<file path="src/rtl/cop_exec_unit.sv">
// cop_exec_unit: coprocessor ALU with single-cycle ops and iterative mul/div.
module cop_exec_unit #(
  parameter int WIDTH = 32,
  parameter logic [WIDTH-1:0] SEED = 32'h0000_0001,
  parameter logic [WIDTH-1:0] LFSR_TAPS = 32'h8020_0003
) (
  input  logic             clk,
  input  logic             reset,
  input  logic             start,
  input  logic [5:0]       alu_op,
  input  logic [WIDTH-1:0] op_a,
  input  logic [WIDTH-1:0] op_b,
  output logic             busy,
  output logic             done,
  output logic             err,
  output logic [WIDTH-1:0] result_lo,
  output logic [WIDTH-1:0] result_hi
);
  localparam int CW = $clog2(WIDTH);
  localparam logic [WIDTH-1:0] SEED_INIT = (SEED == '0) ? WIDTH'(1) : SEED;
  localparam logic [5:0] OP_ADD = 6'b110000;
  localparam logic [5:0] OP_SUB = 6'b110001;
  localparam logic [5:0] OP_MUL = 6'b110010;
  localparam logic [5:0] OP_DIV = 6'b110011;
  localparam logic [5:0] OP_CMP = 6'b110100;
  localparam logic [5:0] OP_REV = 6'b110101;
  localparam logic [5:0] OP_RND = 6'b110110;
  typedef enum logic [1:0] {S_IDLE, S_MUL, S_DIV} state_t;
  state_t state_q;
  logic [WIDTH-1:0] acc_q, shf_q, opd_q, lo_q, hi_q, lfsr_q;
  logic [WIDTH-1:0] acc_d, shf_d, rev_d, lfsr_d;
  logic [WIDTH:0] mul_sum, div_diff;
  logic [CW-1:0] cnt_q;
  logic busy_q, done_q, err_q;
  // acc holds partial product high / remainder, shf holds multiplier / quotient
  always_comb begin
    mul_sum = {1'b0, acc_q} + {1'b0, {WIDTH{shf_q[0]}} & opd_q};
    div_diff = {acc_q, shf_q[WIDTH-1]} - {1'b0, opd_q};
    acc_d = (state_q == S_MUL) ? mul_sum[WIDTH:1]
          : div_diff[WIDTH] ? {acc_q[WIDTH-2:0], shf_q[WIDTH-1]} : div_diff[WIDTH-1:0];
    shf_d = (state_q == S_MUL) ? {mul_sum[0], shf_q[WIDTH-1:1]}
          : {shf_q[WIDTH-2:0], ~div_diff[WIDTH]};
    lfsr_d = (lfsr_q >> 1) ^ (lfsr_q[0] ? LFSR_TAPS : '0);
    rev_d = '0;
    for (int i = 0; i < WIDTH; i++) rev_d[i] = op_a[WIDTH-1-i];
  end
  always_ff @(posedge clk) begin
    if (reset) begin
      state_q <= S_IDLE;
      busy_q <= 1'b0;
      done_q <= 1'b0;
      err_q <= 1'b0;
      lo_q <= '0;
      hi_q <= '0;
      cnt_q <= '0;
      lfsr_q <= SEED_INIT;
      acc_q <= '0;
      shf_q <= '0;
      opd_q <= '0;
    end else begin
      done_q <= 1'b0;
      if (state_q == S_IDLE) begin
        if (start) begin
          done_q <= 1'b1;
          err_q <= 1'b0;
          cnt_q <= '0;
          acc_q <= '0;
          shf_q <= op_a;
          opd_q <= op_b;
          case (alu_op)
            OP_ADD: begin lo_q <= op_a + op_b; hi_q <= '0; end
            OP_SUB: begin lo_q <= op_a - op_b; hi_q <= '0; end
            OP_MUL: begin done_q <= 1'b0; busy_q <= 1'b1; state_q <= S_MUL; end
            OP_DIV:
              if (op_b == '0) begin
                lo_q <= '1;
                hi_q <= op_a;
                err_q <= 1'b1;
              end else begin
                done_q <= 1'b0;
                busy_q <= 1'b1;
                state_q <= S_DIV;
              end
            OP_CMP: begin lo_q <= WIDTH'({op_a == op_b, $signed(op_a) < $signed(op_b)}); hi_q <= '0; end
            OP_REV: begin lo_q <= rev_d; hi_q <= '0; end
            OP_RND: begin lo_q <= lfsr_q; hi_q <= '0; lfsr_q <= lfsr_d; end
            default: err_q <= 1'b1;
          endcase
        end
      end else begin
        acc_q <= acc_d;
        shf_q <= shf_d;
        cnt_q <= cnt_q + 1'b1;
        if (cnt_q == CW'(WIDTH-1)) begin
          hi_q <= acc_d;
          lo_q <= shf_d;
          done_q <= 1'b1;
          busy_q <= 1'b0;
          state_q <= S_IDLE;
        end
      end
    end
  end
  assign busy = busy_q;
  assign done = done_q;
  assign err = err_q;
  assign result_lo = lo_q;
  assign result_hi = hi_q;
endmodule

</file>
<file path="config.mk">
export PLATFORM = sky130hd
export DESIGN_NAME = cop_exec_unit
export DESIGN_NICKNAME = d
export VERILOG_FILES = /design/src/rtl/cop_exec_unit.sv
export SDC_FILE = /design/constraint.sdc
export NUM_CORES = 1
export LEC_CHECK = 0
export ABC_AREA = 1
export CORE_ASPECT_RATIO = 1.1
export CORE_UTILIZATION = 40
export CTS_CLUSTER_DIAMETER = 120
export CTS_CLUSTER_SIZE = 10
export DETAILED_ROUTE_END_ITERATION = 6
export PLACE_DENSITY = 0.7
export SYNTH_ARGS = -nofsm -noshare
export SYNTH_HDL_FRONTEND = slang
export SYNTH_SLANG_ARGS = --single-unit
</file>
<file path="constraint.sdc">
create_clock -name clk -period 2.6 [get_ports clk]
set_input_delay 0.39 -clock clk [delete_from_list [all_inputs] [get_ports clk]]
set_output_delay 0.39 -clock clk [all_outputs]
set_load 0.03 [all_outputs]
</file>
After elaboration in Yosys (flattened, before gate mapping)

Index checks and enable logic that the tools add are counted.
Widths: inputs -> output; s select.

Register bits: 202
Bits in latches: 0
RAM bits: 0
Bits in read-only memories: 0
Output and inout bits: 67
Word-level logic and storage cells: 82
Memories kept: 0

Add/subtract/negate cells: 5
$mul: 0
Divide/modulo/power cells: 0
Magnitude comparators: 1
Equality and inequality tests: 16
Shifts and indexed selects: 0
Mux-type cells: 36
Bitwise operators: 3
Reductions and logical operators: 10

Operators by type and width:

| kind                | count |
|---|---|
| $mux 32             | 16 |
| $pmux 32 s6         | 1 |
| $pmux 32 s2         | 1 |
| $eq 6x6->1 const B  | 7 |
| $add 32x32->33      | 1 |
| $sub 33x32->33      | 1 |
| $add 32x32->32      | 1 |
| $and 32x32->32      | 1 |
| $eq 32x32->1        | 1 |
| $logic_not 32->1    | 1 |
| $lt 32x32->1        | 1 |
| $sub 32x32->32      | 1 |
| $xor 31x32->32      | 1 |
| $reduce_and 4->1    | 3 |
| $mux 5              | 2 |
| $mux 1              | 8 |
| $mux 2              | 4 |
| $ne 7x1->1 const B  | 1 |
| $ne 3x3->1 const B  | 2 |
| $pmux 1 s2          | 3 |
| $reduce_or 6->1     | 1 |
| $add 5x1->5 const B | 1 |
| $eq 5x5->1 const B  | 1 |
| $reduce_or 5->1     | 1 |
| other kinds (10)    | 10 |

Longest topological paths before layout

Gate-level depths: netlist of the first run.

Depth after elaboration: 5
Mapped depth: 22
Mapped depth without buffers: 21

Worst setup path before layout of the first run

No wires, ideal clock.

Path kind: register to register
Start point: register shf_q[0]
End point: register acc_q[29]
Arrival time: 2349 ps
Setup slack: 141 ps
Cell stages (with the launch flop): 23
Buffers on the path: 1
Clock period less this slack: 2459 ps
Path through: dfxtp_1 clkbuf_1 nand2_1 inv_1 ha_1 inv_1 fa_1 inv_1 nand2_1 a21oi_1 nand2_1 nand2_1 nand2_1 nand2_1 nand2_1 nand2_1 nand2_1 nand2_1 nand2_1 nand3_1 nand3_1 nand2_1 inv_1

Longest elaborated chain between the ends: 4

Ends and longest elaborated chain:

| what                   | line | RTL |
|---|---|---|
| from (decl)            | 30   | `logic [WIDTH-1:0] acc_q, shf_q, opd_q, lo_q, hi_q, lfsr_q;` |
| from (signal assigned) | 68   | `shf_q <= op_a;` |
| $and 32x32->32         | 37   | `mul_sum = {1'b0, acc_q} + {1'b0, {WIDTH{shf_q[0]}} & opd_q};` |
| $add 32x32->33         | 37   |  |
| $mux 32                | 39   | `acc_d = (state_q == S_MUL) ? mul_sum[WIDTH:1]` |
| $mux 32                | 62   | `if (state_q == S_IDLE) begin` |
| to (signal assigned)   | 57   | `acc_q <= '0;` |
| to (signal assigned)   | 67   | `acc_q <= '0;` |
| to (signal assigned)   | 91   | `acc_q <= acc_d;` |
| to (decl)              | 30   |  |

Every way passes these cells.
A chain may end at the register's enable or synchronous reset.

Worst setup path in the final report of the first run

Start point: register shf_q[31]
End point: register acc_q[12]

Longest elaborated chain between the ends: 4

Ends and longest elaborated chain:

| what           | line | RTL |
|---|---|---|
| $sub 33x32->33 | 38   | `div_diff = {acc_q, shf_q[WIDTH-1]} - {1'b0, opd_q};` |
| $mux 32        | 40   | `: div_diff[WIDTH] ? {acc_q[WIDTH-2:0], shf_q[WIDTH-1]} : div_diff[WIDTH-1:0];` |
| $mux 32        | 39   |  |
| $mux 32        | 62   |  |

Every way passes these cells.

==> summary.md, run 1 <==
| Metric | Value |
|---|---|
| Post-CTS Hold Fix Bufs | `0` |
| Die H | `229.5 um` |
| FMAX | `375.1 MHz` |
| Final std cells w/o fill | `4383` |
| Sequential fraction of the synthesis area | `0.2149` |
| Num CTS Buffers | `24` |
| Syn Area/Cell | `5.805 um^2` |
| Static leakage | `13.28 nW` |
| Port-buffer cells | `139` |
| GRT overflow | `0` |
| Syn Inst Count | `3241` |
| Ranking of synthesized cells by area | `dfxtp_1 21%, nand2_1 17%, inv_1 11%` |
| Hold Crit Class | `input port to flip-flop` |
| Crit-path max cell delay | `390 ps` |
| Synth top area share | `0.2149` |
| CP Data Arrival Time | `3130 ps` |
| Initial antenna violation count | `2` |
| Worst-path maximum fanout | `8` |
| Max_slew headroom | `0.4798` |
| Iter 0 DRT Violations | `2508` |
| Max-cap check violation count | `0` |
| Antenna diodes | `0` |
| Routed Antenna Nets | `0` |
| Final slew viol count | `0` |
| Buffers & Inverters on Critical Path | `4` |
| Syn Nets | `3447` |
| Register bit total from synthesis | `202` |
| Area grow syn2layout | `40.76%` |
| WS Path Type | `flip-flop to flip-flop` |
| Hold endpoint | `lfsr_q[0]` |
| Final setup viols | `13` |
| Final WS setup | `-65.94 ps` |
| Peak supply drop | `422.3 uV` |
| # nets final | `4001` |
| Via count | `24310` |
| Largest net degree at the start of global routing | `73` |
| Worst-Margin Slew | `780.3 ps` |
| Overall routed net length | `92990 um` |
| Vias in the first global route | `23050` |
| Die W | `208.8 um` |
| Async S/R FF share, synth | `0` |
| Dpl ws | `-583.1 ps` |
| Minimum clock period | `2666 ps` |
| Status | `finished with violations` |
| Share of cells above drive strength 1 | `0.2285` |
| DR vias/cell | `5.546` |
| GRT Total Usage | `0.3708` |
| Drt pass-1 iters | `5` |
| Ports | `140` |
| Final period util | `1.025` |
| Final Hold Viols | `0` |
| Crit-path leading delay family | `simple AND/OR/NAND/NOR gates` |
| H-tree levels | `1` |
| FF+latch area | `0.004065 mm^2` |
| Startpoint Class | `flip-flop` |
| DRC | `0` |
| GPL Wtd Cong | `1.062` |
| Max Buffers Root-to-Sink | `3` |
| Cells on worst reg2reg path | `21` |
| Critical Path Sink Type | `flip-flop` |
| CTS tree | `done` |
| Area of the multi-input gates | `0.01348 mm^2` |
| PD cells | `367.3 mW/mm^2` |
| Worst Hold Depth | `3` |
| Data required, critical path | `3060 ps` |
| Min Hold Slack | `376.5 ps` |
| Ys Warns | `0` |
| CP cell instances | `inv_4, ha_4, inv_4, fa_2, nand3_2, nand3_2, nand2_2, nand2_4, nand2_4, nand2_4, nand2_4, nand2_4, nand2_4, nand2_8, buf_12, clkbuf_16, nand2_2, nand3_2, nand2_1, nand2_2, a21oi_2` |
| Post-layout util | `0.5762` |
| Slowest CP cell | `fa_2` |
| Root buffer cell | `clkbuf_16` |
| R2R setup slack | `-70 ps` |
| First-pass GRT wire length | `134600 um` |
| Core Rows | `82` |
| CORE AREA | `0.04596 mm^2` |
| Most used DFF post-synth | `dfxtp_1` |
| Largest area contributor in the netlist | `dfxtp_1` |
| Worst-Skew Late Latency | `560 ps` |
| RSZ-0062 raised after global routing | `true` |
| Clk pin slew, worst setup/hold paths | `60 ps` |
| Final Skew | `24.91 ps` |
| Initial core utilization | `0.4093` |
| Avg WL per Cell | `21.21 um` |
| Filler instances | `4509` |
| HP Start | `reset` |
| Die ar. | `0.04791 mm^2` |
| Placed cell count | `4338` |
| Dpl hpwl | `74360 um` |
| Most common cell on crit path | `nand2_4` |
| Number of synthesized flops with an enable pin | `0` |
| Power Total | `0.009728 W` |
| Worst flop-to-flop path startpoint | `shf_q[31]` |
| Reg2reg end | `acc_q[12]` |
| Sink Count | `202` |
| Failing checks | `setup timing` |
| Yosys cell types | `51` |
| Mapped cell area | `0.01881 mm^2` |
-- per-layer routing --
layer  track usage  wire length, um
met2        0.6157            41900
met1        0.4323            34690
met5             0               26
met4        0.2858             9009
met3       0.04895             7359
-- layout by cell type, fill, tap and decap left out, types with 97 or more instances in the layout --
master,count
a21oi_1,239
buf_4,480
clkdlybuf4s50_1,136
dfxtp_1,189
ha_1,97
inv_1,520
nand2_1,762
nand3_1,227
nor2_1,262
o21ai_0,177
-- layout make-up --
type | count | area share
Sequential cell | 202 | 0.1535
Tap cell | 588 | 0.02778
Clock buffer | 25 | 0.02362
Inverter | 540 | 0.07701
Multi-Input combinational cell | 2379 | 0.5088
Timing Repair Buffer | 648 | 0.2089
Clock inverter | 1 | 0.0003307
-- synth_stat cells, types with 9 or more instances --
cell type / count
a31oi_1: 34
a21o_1: 9
a221oi_1: 23
clkbuf_1: 82
xnor2_1: 16
dfxtp_1: 202
o211ai_1: 9
nand3_2: 9
nand4_1: 31
o21ai_1: 53
nor2_1: 293
inv_1: 532
o22ai_1: 31
nor3_1: 35
xor2_1: 13
buf_2: 22
o21a_1: 19
nand2_2: 11
o21ai_0: 196
a21oi_1: 290
nand3_1: 256
ha_1: 129
nand2_1: 844
o21bai_1: 15
-- through the flow --
step	TNS, ps	instance area, um^2
2_1_floorplan	0	18810
3_5_place_dp	-32700	24290
4_1_cts	-69.83	25110
5_1_grt	-3953	26480
3_3_place_gp	-31870	24290
6_report	-397.4	26480
-- where the power goes --
group / internal, W / switching, W
clock network: 0.00168 / 0.00136
registers: 0.00322 / 0.000111
logic: 0.00136 / 0.00199
-- flip-flops by register name (all words and copies together) (netlist names) --
name,cells
shf_q,32
done,1
acc_q,32
lfsr_q,32
result_lo,32
cnt_q,5
opd_q,32
state_q,2
err,1
busy,1
result_hi,32
-- logic make-up (layout without fill, tap and decap cells) --
| family | after synthesis | in the layout | synth area share |
|---|---|---|---|
| and+or+nand+nor | 1519 | 1520 | 0.3400 |
| DFF | 202 | 202 | 0.2149 |
| xor gates and xnor gates | 29 | 29 | 0.01350 |
| AOI/OAI and AO/OA | 697 | 697 | 0.2049 |
| adders and majority gates | 133 | 133 | 0.09004 |
| buffers and inverters | 661 | 1214 | 0.1367 |
-- how the worst max path moves through the flow --
stage / startpoint / endpoint / slack [ps] / depth (start not counted)
detailed placement: op_b[11] / result_hi[14] / -580 / 12
global route: shf_q[31] / acc_q[4] / -150 / 21
global placement: op_b[20] / result_hi[11] / -580 / 11
floorplan: shf_q[0] / acc_q[29] / 140 / 22
CTS: shf_q[0] / result_hi[25] / -20 / 16
finish: shf_q[31] / acc_q[12] / -70 / 21
-- worst min-delay path, cell delays in order --
cell and delay, ps:
buf_2 120, inv_4 170, o211ai_1 160
-- timing repair --
| action | in CTS | in global routing |
|---|---|---|
| resized for setup | 48 | 311 |
| pin swaps | 2 | 62 |
| buffers inserted | 2 | 15 |
| setup endpoints to repair | 66 | 85 |
| gates cloned | 1 | 3 |
Power figures use the tool's default switching activity.
==> inputs of run 2 (changes only) <==
ABC_CLOCK_PERIOD_IN_PS = 2600   (was unset)
DONT_BUFFER_PORTS = 1   (was unset)
GPL_ROUTABILITY_DRIVEN = 0   (was unset)
PLACE_DENSITY = 0.66   (was 0.7)
==> run 2 against run 1 <==
Against the previous run:
- the flow finishes with violations (DRC)
- non-clock buffer count down 357
- count of clock-buffer cells in the layout down 1
- routed wire length down 4.8%
- global-route usage down 1.5 points
- worst setup slack better by 96 ps
- sequential power up 2%
==> summary.md, run 2 (same netlist as run 1, synthesis figures left out) <==
| Metric | Value |
|---|---|
| CP Data Arrival Time | `3010 ps` |
| GRT overflow | `0` |
| Final Skew | `28.88 ps` |
| Die W | `208.8 um` |
| Peak supply drop | `566.9 uV` |
| Area grow syn2layout | `20.94%` |
| Drt pass-1 iters | `7` |
| Initial core utilization | `0.4093` |
| Dpl hpwl | `68770 um` |
| Hold endpoint | `opd_q[0]` |
| Status | `finished with violations` |
| Avg WL per Cell | `21.99 um` |
| RSZ-0062 raised after global routing | `true` |
| Max-cap check violation count | `0` |
| Filler instances | `4801` |
| Via count | `23340` |
| Reg2reg end | `result_hi[13]` |
| Sink Count | `202` |
| Final slew viol count | `0` |
| Most frequent cells in the layout | `807 x nand2_1, 527 x inv_1, 269 x nor2_1` |
| Initial antenna violation count | `2` |
| Routed Antenna Nets | `0` |
| Die ar. | `0.04791 mm^2` |
| Worst-path maximum fanout | `8` |
| FMAX | `389.2 MHz` |
| Crit-path max cell delay | `430 ps` |
| Most common cell after layout, fill and taps aside | `nand2_1` |
| PD cells | `398.7 mW/mm^2` |
| Sum Neg Setup Slack | `0 ps` |
| Ports | `140` |
| Slowest CP cell | `dfxtp_1` |
| Max Buffers Root-to-Sink | `3` |
| Crit-path leading delay family | `simple AND/OR/NAND/NOR gates` |
| Worst flop-to-flop path startpoint | `opd_q[28]` |
| DRC | `1` |
| # nets final | `3645` |
| Overall routed net length | `88550 um` |
| Port-buffer cells | `0` |
| Final setup viols | `0` |
| Failing checks | `DRC` |
| Root buffer cell | `clkbuf_16` |
| Clk pin slew, worst setup/hold paths | `60 ps` |
| Static leakage | `11.61 nW` |
| Min Hold Slack | `19.12 ps` |
| Max_slew headroom | `0.5353` |
| Post-Place Cell Area | `0.02102 mm^2` |
| WS Path Type | `flip-flop to flip-flop` |
| CP cell instances | `inv_1, ha_1, nand2_1, nor2_2, nand2_2, nor2_2, nand2_4, nand2_4, nand2_2, nand2_4, buf_4, nand2_1, nand3_1, nand2_1, o21ai_1, inv_1` |
| Worst-Margin Slew | `697.0 ps` |
| Critical Path Sink Type | `flip-flop` |
| First-pass GRT wire length | `129300 um` |
| R2R setup slack | `30 ps` |
| Minimum clock period | `2570 ps` |
| FF+latch area | `0.004055 mm^2` |
| Worst-Skew Late Latency | `560 ps` |
| Vias in the first global route | `21920` |
| HP Start | `op_b[0]` |
| Die H | `229.5 um` |
| Iter 0 DRT Violations | `2674` |
| Hold Crit Class | `input port to flip-flop` |
| CORE AREA | `0.04596 mm^2` |
| Startpoint Class | `flip-flop` |
| Antenna diodes | `0` |
| Buffers & Inverters on Critical Path | `3` |
| H-tree levels | `1` |
| GRT Total Usage | `0.3554` |
| CTS tree | `done` |
| DR vias/cell | `5.797` |
| Core Rows | `82` |
| Cells on worst reg2reg path | `16` |
| Post-layout instance area | `0.02275 mm^2` |
| Data required, critical path | `3040 ps` |
| Num CTS Buffers | `24` |
| Area of the multi-input gates | `0.01278 mm^2` |
| Post-layout util | `0.4950` |
| Power Total | `0.009071 W` |
| Final period util | `0.9883` |
| Final Hold Viols | `0` |
| Worst Hold Depth | `2` |
| Share of cells above drive strength 1 | `0.1393` |
| Largest net degree at the start of global routing | `66` |
[run 2: changes by cell type in the layout (fill, tap and decap cells not counted), sizes merged]
cell,before,now
buf,507,261
clkdlybuf4s50,136,0
dlygate4sd3,0,27
dlymetal6s2s,2,0
clkbuf,28,27
clkinv,1,2
clkinvlp,1,2
[run 2: worst max path at each step]
stage,from,endpoint,depth (start not counted)
2_1_floorplan,shf_q[0],acc_q[29],22
3_3_place_gp,shf_q[0],result_hi[29],21
3_5_place_dp,shf_q[0],acc_q[29],21
4_1_cts,shf_q[0],acc_q[22],17
5_1_grt,opd_q[17],result_hi[13],16
6_report,opd_q[28],result_hi[13],16
[run 2: cell type report]
class,count,share of cell area
clock inverter,2,0.001100
tap,588,0.03233
timing repair buffer,291,0.1106
clock buffer,24,0.02640
sequential,202,0.1782
timing repair inverter,1,0.0002200
inverter,540,0.08941
multi-input combinational,2379,0.5617
[run 2: worst reg2reg max path: stages (launching register included)]
cell     delay, ps
dfxtp_1        430
inv_1           70
ha_1           350
nand2_1        100
nor2_2         180
nand2_2        100
nor2_2         160
nand2_4        110
nand2_4        100
nand2_2        120
nand2_4        190
buf_4          140
nand2_1         40
nand3_1        120
nand2_1         80
o21ai_1        120
inv_1           50
[run 2: stage by stage]
stage          instances  setup slack [ps]
6_report            4027             30.33
5_1_grt             4027            -97.00
4_1_cts             4010            -2.613
3_5_place_dp        3956            -211.3
3_3_place_gp        3956            -232.2
2_1_floorplan       3241             141.2
[run 2: metal layers]
metal / up-vias / wire, um / global-route usage
li1: 10900 / - / -
met1: 10550 / 31860 / 0.4165
met2: 1457 / 37960 / 0.5623
met3: 432 / 10160 / 0.07967
met4: 4 / 8546 / 0.2753
met5: - / 26 / 0
[run 2: report_power, final]
group | leakage [nW] | switching (W) | internal, W
Clock | 0.307 | 0.00140 | 0.00163
Combinational | 9.65 | 0.00171 | 0.000912
Sequential | 1.65 | 0.000190 | 0.00322
[run 2: what timing repair did]
action                     CTS  global route
hold buffers                28             0
setup endpoints to repair   30            93
resized for setup           11           162
hold endpoints to repair    46             0
gates cloned                 0             5
buffers inserted             0            12
pin swaps                    0            22
